--- config.mk ---
export PLATFORM = sky130hd
export DESIGN_NAME = mac_vec_pipe
export DESIGN_NICKNAME = d
export VERILOG_FILES = /design/src/rtl/mac_pkg.sv /design/src/rtl/mac_mult_pipe.sv /design/src/rtl/mac_vec_pipe.sv
export SDC_FILE = /design/constraint.sdc
export NUM_CORES = 1
export LEC_CHECK = 0
export CAP_MARGIN = 20
export CORE_MARGIN = 2
export CORE_UTILIZATION = 40
export DETAILED_ROUTE_END_ITERATION = 10
export GPL_ROUTABILITY_DRIVEN = 0
export GPL_TIMING_DRIVEN = 0
export PLACE_DENSITY_LB_ADDON = 0.12
export SLEW_MARGIN = 30
export SYNTH_ARGS = -nofsm -noshare
export SYNTH_HDL_FRONTEND = slang
export SYNTH_HIERARCHICAL = 1
export SYNTH_SLANG_ARGS = --single-unit
--- constraint.sdc ---
create_clock -name clk -period 7.38 [get_ports clk]
set_input_delay 1.107 -clock clk [delete_from_list [all_inputs] [get_ports clk]]
set_output_delay 1.107 -clock clk [all_outputs]
set_load 0.05 [all_outputs]
--- src/rtl/mac_pkg.sv ---
// Shared width defaults and accumulate arithmetic for the mac_vec_pipe slice.
package mac_pkg;

   localparam int DEF_WIDTH       = 14;
   localparam int DEF_ACC_WIDTH   = 28;
   localparam int DEF_PIPE_STAGES = 1;
   localparam int DEF_VEC_LEN     = 8;

   // Working width of the generic adder; accumulator widths must stay below it.
   localparam int MAX_W = 128;

   typedef struct packed {
      logic signed [MAX_W-1:0] sum;
      logic                    ovf;
   } add_res_t;

   function automatic int count_w(input int n);
      return (n <= 2) ? 1 : $clog2(n);
   endfunction

   // x and y arrive sign-extended from w bits; the sum is returned sign-extended from w bits.
   function automatic add_res_t sat_add(input logic signed [MAX_W-1:0] x,
                                        input logic signed [MAX_W-1:0] y,
                                        input int                      w,
                                        input logic                    saturate);
      add_res_t                r;
      logic signed [MAX_W-1:0] s;
      logic signed [MAX_W-1:0] lim;
      s     = x + y;
      r.ovf = (x[w-1] == y[w-1]) && (s[w-1] != x[w-1]);
      lim   = (MAX_W'(1) <<< (w - 1)) - MAX_W'(1);
      if (saturate && r.ovf)
         r.sum = x[w-1] ? ~lim : lim;
      else
         r.sum = (s <<< (MAX_W - w)) >>> (MAX_W - w);
      return r;
   endfunction

endpackage

--- src/rtl/mac_mult_pipe.sv ---
// Signed multiplier followed by a PIPE_STAGES-deep product/valid delay line with flush.
module mac_mult_pipe
   import mac_pkg::*;
#(
   parameter int WIDTH       = DEF_WIDTH,
   parameter int PIPE_STAGES = DEF_PIPE_STAGES
) (
   input  logic                      clk,
   input  logic                      reset,
   input  logic                      clear,
   input  logic signed [WIDTH-1:0]   a,
   input  logic signed [WIDTH-1:0]   b,
   input  logic                      vld,
   output logic signed [2*WIDTH-1:0] prod,
   output logic                      prod_vld
);

   logic signed [2*WIDTH-1:0] prod_p0;

   assign prod_p0 = (2*WIDTH)'(a) * (2*WIDTH)'(b);

   if (PIPE_STAGES == 0) begin : g_comb
      assign prod     = prod_p0;
      assign prod_vld = vld;
   end else begin : g_reg
      logic signed [2*WIDTH-1:0] prod_q [PIPE_STAGES];
      logic [PIPE_STAGES-1:0]    vld_q;

      // ---- multiplier register stages ----
      always_ff @(posedge clk or posedge reset) begin
         if (reset) begin
            vld_q <= '0;
         end else if (clear) begin
            vld_q <= '0;
         end else begin
            vld_q[0] <= vld;
            for (int i = 1; i < PIPE_STAGES; i++)
               vld_q[i] <= vld_q[i-1];
         end
      end

      always_ff @(posedge clk) begin
         prod_q[0] <= prod_p0;
         for (int i = 1; i < PIPE_STAGES; i++)
            prod_q[i] <= prod_q[i-1];
      end

      assign prod     = prod_q[PIPE_STAGES-1];
      assign prod_vld = vld_q[PIPE_STAGES-1];
   end

endmodule

--- src/rtl/mac_vec_pipe.sv ---
// Pipelined signed dot-product MAC emitting one result per VEC_LEN valid products.
// Define MAC_SAT_EN to make every accumulate add saturate instead of wrap.
module mac_vec_pipe
   import mac_pkg::*;
#(
   parameter int WIDTH       = DEF_WIDTH,
   parameter int ACC_WIDTH   = DEF_ACC_WIDTH,
   parameter int PIPE_STAGES = DEF_PIPE_STAGES,
   parameter int VEC_LEN     = DEF_VEC_LEN
) (
   input  logic                        clk,
   input  logic                        reset,
   input  logic signed [WIDTH-1:0]     a,
   input  logic signed [WIDTH-1:0]     b,
   input  logic                        valid_in,
   input  logic                        clear,
   output logic signed [ACC_WIDTH-1:0] f,
   output logic                        valid_out,
   output logic                        overflow
);

   localparam int                 COUNT_W = count_w(VEC_LEN);
   localparam logic [COUNT_W-1:0] LAST    = COUNT_W'(VEC_LEN - 1);
`ifdef MAC_SAT_EN
   localparam logic SAT = 1'b1;
`else
   localparam logic SAT = 1'b0;
`endif

   function automatic logic [ACC_WIDTH:0] acc_add(input logic signed [ACC_WIDTH-1:0] x,
                                                  input logic signed [2*WIDTH-1:0]   p);
      add_res_t r;
      r = sat_add(MAX_W'(x), MAX_W'(p), ACC_WIDTH, SAT);
      return {r.ovf, r.sum[ACC_WIDTH-1:0]};
   endfunction

   logic signed [WIDTH-1:0]     a_p0;
   logic signed [WIDTH-1:0]     b_p0;
   logic                        vld_p0;
   logic signed [2*WIDTH-1:0]   prod_p1;
   logic                        vld_p1;
   logic [COUNT_W-1:0]          count;
   logic signed [ACC_WIDTH-1:0] acc;
   logic signed [ACC_WIDTH-1:0] acc_base;
   logic signed [ACC_WIDTH-1:0] sum;
   logic                        ovf_add;
   logic                        ovf_sticky;

   // ---- stage 0: operand capture ----
   always_ff @(posedge clk) begin
      a_p0 <= a;
      b_p0 <= b;
   end

   always_ff @(posedge clk or posedge reset) begin
      if (reset)
         vld_p0 <= 1'b0;
      else
         vld_p0 <= valid_in & ~clear;
   end

   // ---- multiply and delay line ----
   mac_mult_pipe #(
      .WIDTH       (WIDTH),
      .PIPE_STAGES (PIPE_STAGES)
   ) u_mult (
      .clk      (clk),
      .reset    (reset),
      .clear    (clear),
      .a        (a_p0),
      .b        (b_p0),
      .vld      (vld_p0),
      .prod     (prod_p1),
      .prod_vld (vld_p1)
   );

   // ---- accumulate and output ----
   always_comb begin
      acc_base       = (count == '0) ? '0 : acc;
      {ovf_add, sum} = acc_add(acc_base, prod_p1);
   end

   always_ff @(posedge clk or posedge reset) begin
      if (reset) begin
         count      <= '0;
         acc        <= '0;
         ovf_sticky <= 1'b0;
         f          <= '0;
         valid_out  <= 1'b0;
         overflow   <= 1'b0;
      end else begin
         valid_out <= 1'b0;
         if (clear) begin
            count      <= '0;
            acc        <= '0;
            ovf_sticky <= 1'b0;
         end else if (vld_p1) begin
            acc <= sum;
            if (count == LAST) begin
               count      <= '0;
               ovf_sticky <= 1'b0;
               f          <= sum;
               valid_out  <= 1'b1;
               overflow   <= ovf_sticky | ovf_add;
            end else begin
               count      <= count + COUNT_W'(1);
               ovf_sticky <= ovf_sticky | ovf_add;
            end
         end
      end
   end

endmodule

# Word-level counts from Yosys, hierarchy flattened
# Memories as Yosys holds them, arrays and structs flattened.
# Cells that the tools add are included.
dict set report word_totals {
  memories 1
  input_bits 32
  word_cells 37
  register_bits 92
  output_inout_bits 30
  mem_bits_rw 28
}
dict set report classes {
  bitwise_logic 3
  n_mux 13
  mul 1
  n_addsub 2
  n_reduce_logical 4
  n_eq_ne 3
}
# memory depth word_bits read_ports rd_clocked_by_memory_dff write_ports line
set memory_table {}
lappend memory_table {u_mult.g_reg.prod_q 1 28 1 0 1 mac_mult_pipe.sv:26} ;# logic signed [2*WIDTH-1:0] prod_q [PIPE_STAGES];
# cell n
set op_table {}
lappend op_table {{28-bit 2-to-1 mux} 3}
lappend op_table {{28-bit adder} 1}
lappend op_table {{14-bit by 14-bit multiplier with 28-bit output} 1}
lappend op_table {{3-bit 2-to-1 mux} 3}
lappend op_table {{1-bit 2-to-1 mux} 7}
lappend op_table {{3-bit by 1-bit adder with 3-bit output, second input constant} 1}
lappend op_table {{3-bit equality test, second input constant} 1}
lappend op_table {{3-bit logical NOT} 1}
lappend op_table {{3-bit AND reduction} 1}
lappend op_table {{2-bit nonzero test} 1}
lappend op_table {{1-bit bitwise AND} 1}
lappend op_table {{1-bit equality test} 1}
lappend op_table {{1-bit logical AND} 1}
lappend op_table {{1-bit != test} 1}
lappend op_table {{1-bit NOT} 1}
lappend op_table {{1-bit OR} 1}

# Depth between registers and ports, before layout
# Gate-level depths: netlist of the first run.
dict set report logic_depth {
  depth_word 9
  depth_mapped 23
}

# Modules after synthesis
# Netlist of the first run, hierarchy kept.
# mod cells_each instances area_per_inst_um2
set by_module_without_submodules {}
lappend by_module_without_submodules {mac_mult_pipe 875 1 8235.4}
lappend by_module_without_submodules {mac_vec_pipe 569 1 5227.5}

# Least setup slack after synthesis of the first run
# No wires, ideal clock.
dict set report synth_timing {
  path_kind {register -> register}
  start {register b_p0[5]}
  end {memory u_mult/g_reg.prod_q[0][24] (netlist name)}
  t_arrival_ns 5.406
  setup_slack_ns 1.881
  required_time_ns 7.287
  path_buffers 1
  path_stages_with_launch 20
  setup_ns 0.093
  path_cell_list {dfxtp_1 > clkbuf_1 > nand2_1 > fa_1 > fa_1 > fa_1 > inv_1 > fa_1 > fa_1 > inv_1 > fa_1 > inv_1 > ha_1 > a21o_1 > a221oi_2 > a21oi_2 > a21oi_2 > o21ai_2 > a311o_1 > o311ai_2}
}
dict set report synth_via {
  elab_chain_cells 1
}
# element line
set synth_lines {}
lappend synth_lines {{start, declared} mac_vec_pipe.sv:38} ;# logic signed [WIDTH-1:0] b_p0;
lappend synth_lines {{start signal, assigned} mac_vec_pipe.sv:52} ;# b_p0 <= b;
lappend synth_lines {{14-bit by 14-bit multiplier with 28-bit output} mac_mult_pipe.sv:20} ;# assign prod_p0 = (2*WIDTH)'(a) * (2*WIDTH)'(b);
lappend synth_lines {{named net u_mult.prod_p0[24]} mac_mult_pipe.sv:18} ;# logic signed [2*WIDTH-1:0] prod_p0;
lappend synth_lines {{end, declared} mac_mult_pipe.sv:26}
# The timed path passes the listed nets, and every way through them passes these cells.

# Worst setup path in the final report of the first run
dict set report layout_timing {
  start {register a_p0[7]}
  end {memory u_mult/g_reg.prod_q[0][25] (netlist name)}
}
dict set report layout_via {
  elab_chain_cells 1
}
# element line
set layout_lines {}
lappend layout_lines {{start, declared} mac_vec_pipe.sv:37} ;# logic signed [WIDTH-1:0] a_p0;
lappend layout_lines {{start signal, assigned} mac_vec_pipe.sv:51} ;# a_p0 <= a;
lappend layout_lines {{14-bit by 14-bit multiplier with 28-bit output} mac_mult_pipe.sv:20}
lappend layout_lines {{named net u_mult.prod_p0[25]} mac_mult_pipe.sv:18}
# The timed path passes the listed nets, and every way through them passes these cells.

==> PnR_summary.wiki, run 1 <==
{| class="wikitable"
! Metric !! Value
|-
| Run status || complete, no violations
|-
| Post-synthesis compound-gate area fraction || 12.0%
|-
| Antenna Violating Nets Remaining || 0
|-
| Post-Synth Adder-Cell Area || 38.2%
|-
| Net Count, Synth || 1769
|-
| Leakage || 0.00716 uW
|-
| Cell at the root of the clock tree || sky130_fd_sc_hd__clkbuf_16
|-
| Top cell type by total area after synthesis || sky130_fd_sc_hd__fa_1
|-
| Slew of the pin with the lowest slew margin || 0.773 ns
|-
| Number of top-level pins || 62
|-
| Accumulated negative setup slack || 0 ns
|-
| Seq/Total Area, Yosys || 20.2%
|-
| Timing-limited maximum frequency || 155 MHz
|-
| Number of buffers inserted during clock tree synthesis || 17
|-
| Leading cell type by number of instances after synthesis || sky130_fd_sc_hd__inv_1
|-
| Vias in the first global route || 10700
|-
| Maximum number of pins on one net before global-route repair || 34
|-
| Core box area || 0.0334 mm2
|-
| Kind of start point of the critical path || flop
|-
| Type of the most critical hold path || flop to flop
|-
| Die Width || 187 um
|-
| Setup bufs post-CTS || 0
|-
| Synth-to-Final Area Change || 13.0%
|-
| Worst slew slack as a fraction of its limit || 48.5%
|-
| Total area of multi-input combinational cells || 0.00956 mm2
|-
| Diodes inserted || 0
|-
| Data arrival, critical path || 6.74 ns
|-
| CTS HTree Levels || 4
|-
| Overall die height || 187 um
|-
| Total detailed-routing wirelength || 33.6 mm
|-
| Xor and xnor area share after synthesis || 2.60%
|-
| Reg area || 0.00272 mm2
|-
| Floorplan die area || 0.0351 mm2
|-
| Cell Count Post-Placement || 1954
|-
| Number of standard-cell rows in the floorplan || 67
|-
| Final count of pins violating max slew || 0
|-
| Post-synthesis sequential element count || 120
|-
| Post-detailed-route DRC marker count || 0
|-
| Overall fraction of global-route tracks in use || 20.6%
|-
| Number of instances in the synthesized netlist || 1444
|-
| Placement-stage cell area || 0.0147 mm2
|-
| Crit share post-route || 87.3%
|-
| Endpoint kind of the worst setup timing path || flop
|-
| Final Hold Vio Count || 0
|-
| Starting density of the core || 40.4%
|-
| Number of buffers inserted by port buffering || 61
|-
| Clock tree from TritonCTS || done
|-
| Post-route cell area || 0.0152 mm2
|-
| Largest voltage drop on the vdd net || 0.519 mV
|-
| Count of hold-fix buffers inserted at cts || 0
|-
| Main combinational cell family by area after synthesis || adder cells
|-
| Global-route wire length before repair || 57.0 mm
|-
| Largest stage delay, worst path || 0.60 ns
|-
| Fraction of registers with async set/reset || 53.3%
|-
| Flip-flop cell with the highest count after synthesis || sky130_fd_sc_hd__dfrtp_1
|-
| Post-synth cell types || 86
|-
| Cell mode on critical path || sky130_fd_sc_hd__fa_1
|-
| Clock-pin slew reported for the worst setup and hold paths after clock tree synthesis || 0.06 ns
|-
| Proportion of synthesized area in mux cells || 1.05%
|-
| Yosys warning total || 6
|-
| Area fraction in and, or, nand and nor cells after synthesis || 17.3%
|-
| Cell types with the highest counts after synthesis || sky130_fd_sc_hd__inv_1, sky130_fd_sc_hd__fa_1, sky130_fd_sc_hd__nand2_1, sky130_fd_sc_hd__and2_1, sky130_fd_sc_hd__ha_1
|-
| Via-per-instance ratio || 5.04
|-
| Number of enable flip-flop cells after synthesis || 0
|-
| Number of setup violations in the final report || 0
|-
| CTS sink cnt || 120
|-
| Initial antenna violation count || 0
|-
| Fraction of final layout cells with drive strength greater than 1 || 4.88%
|-
| Cell area after synthesis || 0.0135 mm2
|-
| Gr ovfl total || 0
|-
| CTS max path bufs || 2
|-
| Worst-skew pair later-pin latency || 0.45 ns
|-
| Non-filler instance count after layout || 1986
|-
| Detailed-placement wirelength estimate || 27.5 mm
|-
| Drt first-iter violations || 527
|-
| Filler Cell Count || 3336
|-
| Crit path kind || flop to flop
|-
| Post-synth top area share || 29.1%
|-
| RSZ-0062 raised after global routing || false
|-
| Max capacitance violation total || 0
|-
| Standard cell with the maximum stage delay on the critical path || sky130_fd_sc_hd__fa_1
|-
| Wirelength per Cell || 16.9 um
|-
| CP Data Required Time || 7.68 ns
|-
| Final net count || 1850
|-
| Final Critical Period || 6.44 ns
|-
| Average instance area after synthesis || 9.32 um2
|-
| Max Clock Skew || 0.0132 ns
|-
| Total power divided by cell area || 512 mW/mm2
|-
| Crit-path cells || clkbuf_1, nand2_1, fa_1, fa_1, fa_1, inv_1, fa_1, fa_1, inv_1, fa_1, inv_1, ha_1, and4_1, o211ai_1, nand2b_1, a21oi_1, o211ai_1, nand2_1, mux2i_1, o2111ai_1
|-
| Top cells by area, synth || sky130_fd_sc_hd__fa_1, sky130_fd_sc_hd__dfrtp_1, sky130_fd_sc_hd__ha_1
|-
| Length of the first detailed-routing pass in iterations || 5
|-
| Count of vias placed by the detailed router || 10000
|-
| Critical-path maximum fanout || 10
|-
| Resize count post-CTS || 0
|}
## cell families (layout without fill, tap and decap cells)
kind of cell | after synthesis | in the layout
fa+ha+maj | 293 | 293
simple gates | 447 | 447
compound gates | 229 | 229
mux | 14 | 14
buf+inv | 301 | 395
xor+xnor | 40 | 40
flops | 120 | 120
## metal layers
layer,wire (um),global-route usage (%),up-vias
li1,-,-,4804
met1,15600,27.6,4934
met2,15800,34.2,220
met3,1420,3.30,48
met4,765,6.84,0
met5,0,0,-
## power by group
group          switching, uW  leakage (uW)  internal (uW)
Sequential              59.4       0.00136            842
Clock                    333      0.000264            465
Combinational           3450       0.00554           2650
## worst max-delay path, delay by kind of cell, from the launching register on
kind / cells / cell delay, ns
adder cells (fa/ha/maj): 7 / 3.43
AND/OR/NAND/NOR: 4 / 0.76
AO/OA/AOI/OAI: 4 / 0.74
buffers and inverters: 4 / 0.69
flip-flops: 1 / 0.48
multiplexers: 1 / 0.20
## stage by stage
stage | power, uW | setup WS (ns) | hold slack [ns] | utilization, %
final | 7800 | 0.941 | 0.474 | 45.6
after global routing | 8830 | 0.652 | 0.502 | 45.6
after CTS | 7850 | 0.954 | 0.475 | 45.6
after detailed placement | 7010 | 0.951 | 0.451 | 43.9
after global placement | 6960 | 0.982 | 0.441 | 43.9
after floorplan | 5800 | 1.88 | 0.439 | -
## area by class of cell
cell class / instances / share of cell area [%]
Clock inverter: 13 / 0.814
Inverter: 235 / 5.81
Buffer: 66 / 1.94
Tap cell: 448 / 3.68
Clock buffer: 19 / 2.85
Timing Repair Buffer: 62 / 4.15
Sequential cell: 120 / 17.9
Multi-Input combinational cell: 1023 / 62.9
## sequential cells by signal (all words and copies together) (netlist names)
register             flops
vld_p0                   1
a_p0                    14
valid_out                1
acc                     28
u_mult/prod_vld          1
ovf_sticky               1
overflow                 1
u_mult/g_reg.prod_q     28
f                       28
b_p0                    14
count                    3
## path summary, 6_finish.rpt
check	from	endpoint	slack [ns]	cells after the start
worst max-delay path	a_p0[7]	u_mult/g_reg.prod_q[0][25]	0.94	20
worst min-delay path	f[4]	f[4]	0.47	2
worst max register to register	a_p0[7]	u_mult/g_reg.prod_q[0][25]	0.94	20
worst min register to register	f[4]	f[4]	0.47	2
max in group asynchronous	reset	acc[15]	5.81	3
min in group asynchronous	reset	u_mult/prod_vld	0.88	2
## layout by cell type (no fill, tap or decap), types with 49 or more instances in the layout
cell type | Yosys | layout
sky130_fd_sc_hd__clkbuf_1 | 47 | 49
sky130_fd_sc_hd__ha_1 | 97 | 97
sky130_fd_sc_hd__nor2_1 | 54 | 54
sky130_fd_sc_hd__inv_1 | 235 | 234
sky130_fd_sc_hd__dfxtp_1 | 56 | 56
sky130_fd_sc_hd__nand2_1 | 141 | 141
sky130_fd_sc_hd__and2_1 | 132 | 132
sky130_fd_sc_hd__clkdlybuf4s50_1 | 0 | 61
sky130_fd_sc_hd__dfrtp_1 | 64 | 64
sky130_fd_sc_hd__fa_1 | 196 | 196
(Power assumes the default switching activity.)
==> run 2: changes to the inputs <==
--- a/config.mk
+++ b/config.mk
@@ -12,6 +12,7 @@
 export GPL_ROUTABILITY_DRIVEN = 0
 export GPL_TIMING_DRIVEN = 0
 export PLACE_DENSITY_LB_ADDON = 0.12
+export REMOVE_ABC_BUFFERS = 1
 export SLEW_MARGIN = 30
 export SYNTH_ARGS = -nofsm -noshare
 export SYNTH_HDL_FRONTEND = slang
==> run 2 against run 1 <==
Net effect:
- global-route usage down 2.2 points
- routed wire length down 9.9%
- non-clock buffer count down 65
- combinational power down 2%
- final cell count down 3.3%
- fmax up 7.1%
- largest power group unchanged
==> PnR_summary.wiki, run 2 (same netlist as run 1, synthesis figures left out) <==
{| class="wikitable"
! Metric !! Value
|-
| Wl on met1 || 15.0 mm (-4.1%)
|-
| Cell at the root of the clock tree || sky130_fd_sc_hd__clkbuf_16
|-
| Initial antenna violation count || 0 (unchanged)
|-
| Max Clock Skew || 0.0153 ns (+0.00207 ns)
|-
| Final count of pins violating max slew || 0 (unchanged)
|-
| Slack of the worst reg-to-reg path || 1.37 ns (+0.42 ns)
|-
| Crit path max-delay family || adder cells
|-
| Sequential cell fraction of total power || 12.1% (+0.5 points)
|-
| Net switching power figure || 3760 uW (-2.1%)
|-
| Standard cell with the maximum stage delay on the critical path || sky130_fd_sc_hd__dfxtp_1
|-
| Timing-limited maximum frequency || 166 MHz (+7.1%)
|-
| Comb power frac || 77.6% (-0.6 points)
|-
| Capturing point of the worst reg2reg path || u_mult/g_reg.prod_q[0][25]
|-
| CTS sink cnt || 120 (unchanged)
|-
| Critical-path maximum fanout || 14 (+4)
|-
| Kind of start point of the critical path || flop
|-
| Number of buffers and inverters on the critical path || 3 (-1)
|-
| Endpoint kind of the worst setup timing path || flop
|-
| Number of standard-cell rows in the floorplan || 67 (unchanged)
|-
| Commonest non-fill, non-tap cells in the layout || sky130_fd_sc_hd__inv_1, sky130_fd_sc_hd__fa_1, sky130_fd_sc_hd__nand2_1, sky130_fd_sc_hd__and2_1, sky130_fd_sc_hd__ha_1
|-
| WL met2 || 14.0 mm (-11%)
|-
| Length of the first detailed-routing pass in iterations || 5 (unchanged)
|-
| Clock tree from TritonCTS || done
|-
| Setup bufs post-CTS || 0 (unchanged)
|-
| Clock network fraction of total power || 10.3% (about the same)
|-
| Cell mode on critical path || sky130_fd_sc_hd__fa_1
|-
| Worst slew slack as a fraction of its limit || 53.0% (+4.5 points)
|-
| Overall die height || 187 um (unchanged)
|-
| Hold path startpoint || f[7]
|-
| Largest stage delay, worst path || 0.73 ns (+0.13 ns)
|-
| Total power divided by cell area || 515 mW/mm2 (+0.54%)
|-
| Clock-pin slew reported for the worst setup and hold paths after clock tree synthesis || 0.06 ns (about the same)
|-
| Final Critical Period || 6.01 ns (-0.424 ns)
|-
| Die Width || 187 um (unchanged)
|-
| Leakage || 0.00706 uW (-1.4%)
|-
| Starting density of the core || 40.4% (unchanged)
|-
| Diodes inserted || 0 (unchanged)
|-
| Maximum number of pins on one net before global-route repair || 56 (+65%)
|-
| Internal Power || 3950 uW (-0.16%)
|-
| Number of buffers inserted during clock tree synthesis || 17 (unchanged)
|-
| Commonest non-fill, non-tap cell in the layout || sky130_fd_sc_hd__inv_1
|-
| Detailed-placement wirelength estimate || 23.7 mm (-14%)
|-
| Number of cells on the worst hold path || 2 (unchanged)
|-
| Max capacitance violation total || 0 (unchanged)
|-
| Number of buffers inserted by port buffering || 61 (unchanged)
|-
| Wirelength per Cell || 15.8 um (-6.8%)
|-
| Count of vias placed by the detailed router || 9465 (-5.4%)
|-
| WL met3 || 1.04 mm (-27%)
|-
| CTS HTree Levels || 4 (unchanged)
|-
| Largest voltage drop on the vdd net || 0.385 mV (-26%)
|-
| Crit share post-route || 81.5% (-5.8 points)
|-
| Post-detailed-route DRC marker count || 0 (unchanged)
|-
| Overall fraction of global-route tracks in use || 18.4% (-2.2 points)
|-
| Via-per-instance ratio || 4.93 (-2.2%)
|-
| Run status || complete, no violations
|-
| CTS max path bufs || 2 (unchanged)
|-
| Vias in the first global route || 10100 (-6.0%)
|-
| Crit-path cells || nand2_1, fa_1, fa_1, inv_1, fa_1, fa_1, fa_1, inv_1, fa_1, inv_1, ha_1, and4_1, o211ai_1, nand2b_1, a21oi_1, o211ai_1, nand2_1, mux2i_1, o2111ai_1
|-
| Worst reg2reg path startpoint || a_p0[8]
|-
| Type of the most critical hold path || flop to flop
|-
| Worst hold margin || 0.474 ns (+0.000216 ns)
|-
| Uppermost routed layer || met4
|-
| Data arrival, critical path || 6.32 ns (-0.42 ns)
|-
| Gr ovfl total || 0 (unchanged)
|-
| Global-route wire length before repair || 52.1 mm (-8.5%)
|-
| Synth-to-Final Area Change || 11.1%
|-
| Largest registers ranked by flip-flop count || acc x28, f x28, u_mult/g_reg.prod_q x28
|-
| Accumulated negative setup slack || 0 ns (unchanged)
|-
| Fraction of final layout cells with drive strength greater than 1 || 4.62% (-0.26 points)
|-
| Setup slack at placement || 1.34 ns (+0.386 ns)
|-
| Number of cells on the worst reg-to-reg path || 19 (-5.0%)
|-
| Core box area || 0.0334 mm2 (unchanged)
|-
| Resize count post-CTS || 0 (unchanged)
|-
| Slew of the pin with the lowest slew margin || 0.705 ns (-0.0683 ns)
|-
| Utilization after layout || 44.8% (-0.76 points)
|-
| Final net count || 1785 (-3.5%)
|-
| RSZ-0062 raised after global routing || false
|-
| Number of setup violations in the final report || 0 (unchanged)
|-
| Capture endpoint of the worst hold path || f[7]
|-
| Floorplan die area || 0.0351 mm2 (unchanged)
|-
| Final Hold Vio Count || 0 (unchanged)
|-
| Total detailed-routing wirelength || 30.3 mm (-9.9%)
|-
| Worst-skew pair later-pin latency || 0.43 ns (-0.02 ns)
|-
| Smallest setup slack after layout || 1.37 ns (+0.424 ns)
|-
| Number of top-level pins || 62 (unchanged)
|-
| CP Data Required Time || 7.68 ns (about the same)
|-
| Antenna Violating Nets Remaining || 0 (unchanged)
|-
| Drt first-iter violations || 497 (-5.7%)
|-
| Count of hold-fix buffers inserted at cts || 0 (unchanged)
|-
| Crit path kind || flop to flop
|-
| Switching share of power || 48.8% (-0.50 points)
|}
==> run 2: final cells by class <==
| class | instances | area (um2) |
|---|---|---|
| fillers | 3319 | 18400 |
| multi-input cells | 1023 | 9570 |
| flip-flops and latches | 120 | 2730 |
| inverters | 235 | 885 |
| repair buffers | 63 | 661 |
| well taps | 448 | 561 |
| clock buffers | 18 | 439 |
| clock inverters | 14 | 115 |
==> run 2: how the worst max path moves through the flow <==
stage | startpoint | endpoint | slack, ns | cells past startpoint
5_1_grt | a_p0[13] | u_mult/g_reg.prod_q[0][25] | 1.05 | 16
3_5_place_dp | a_p0[8] | u_mult/g_reg.prod_q[0][25] | 1.34 | 19
3_3_place_gp | clear | f[26] | 1.12 | 7
4_1_cts | a_p0[8] | u_mult/g_reg.prod_q[0][25] | 1.34 | 19
6_report | a_p0[8] | u_mult/g_reg.prod_q[0][25] | 1.37 | 19
2_1_floorplan | b_p0[5] | u_mult/g_reg.prod_q[0][24] | 2.00 | 18
==> run 2: worst register-to-register path, delay by kind of cell (launching register included) <==
| family | cells | cell delay [ns] |
|---|---|---|
| AO/OA/AOI/OAI | 4 | 0.64 |
| AND/OR/NAND/NOR | 4 | 0.75 |
| adder cells (fa/ha/maj) | 7 | 3.41 |
| buffers and inverters | 3 | 0.16 |
| flip-flops | 1 | 0.73 |
| multiplexers | 1 | 0.20 |
==> run 2: power by group through the flow <==
stage | registers, uW | logic (uW) | clock network, uW
floorplan | 897 | 4860 | 0
global placement | 944 | 5970 | 0
detailed placement | 941 | 6060 | 0
CTS | 929 | 6090 | 817
global route | 942 | 6950 | 846
finish | 930 | 5980 | 793
==> run 2: per-layer routing <==
metal  up-vias  global-route usage, %
li1       4666                      -
met2       140                   30.1
met3        17                   3.26
met4         0                   3.85
met5         -                      0
met1      4642                   25.6
==> run 2: stage by stage <==
step | std cells | total power, uW | instance area (um2)
6_report | 1921 | 7710 | 15000
4_1_cts | 1921 | 7840 | 15000
5_1_grt | 1921 | 8740 | 15000
3_5_place_dp | 1889 | 7000 | 14400
2_1_floorplan | 1378 | 5750 | 13200
3_3_place_gp | 1887 | 6910 | 14300
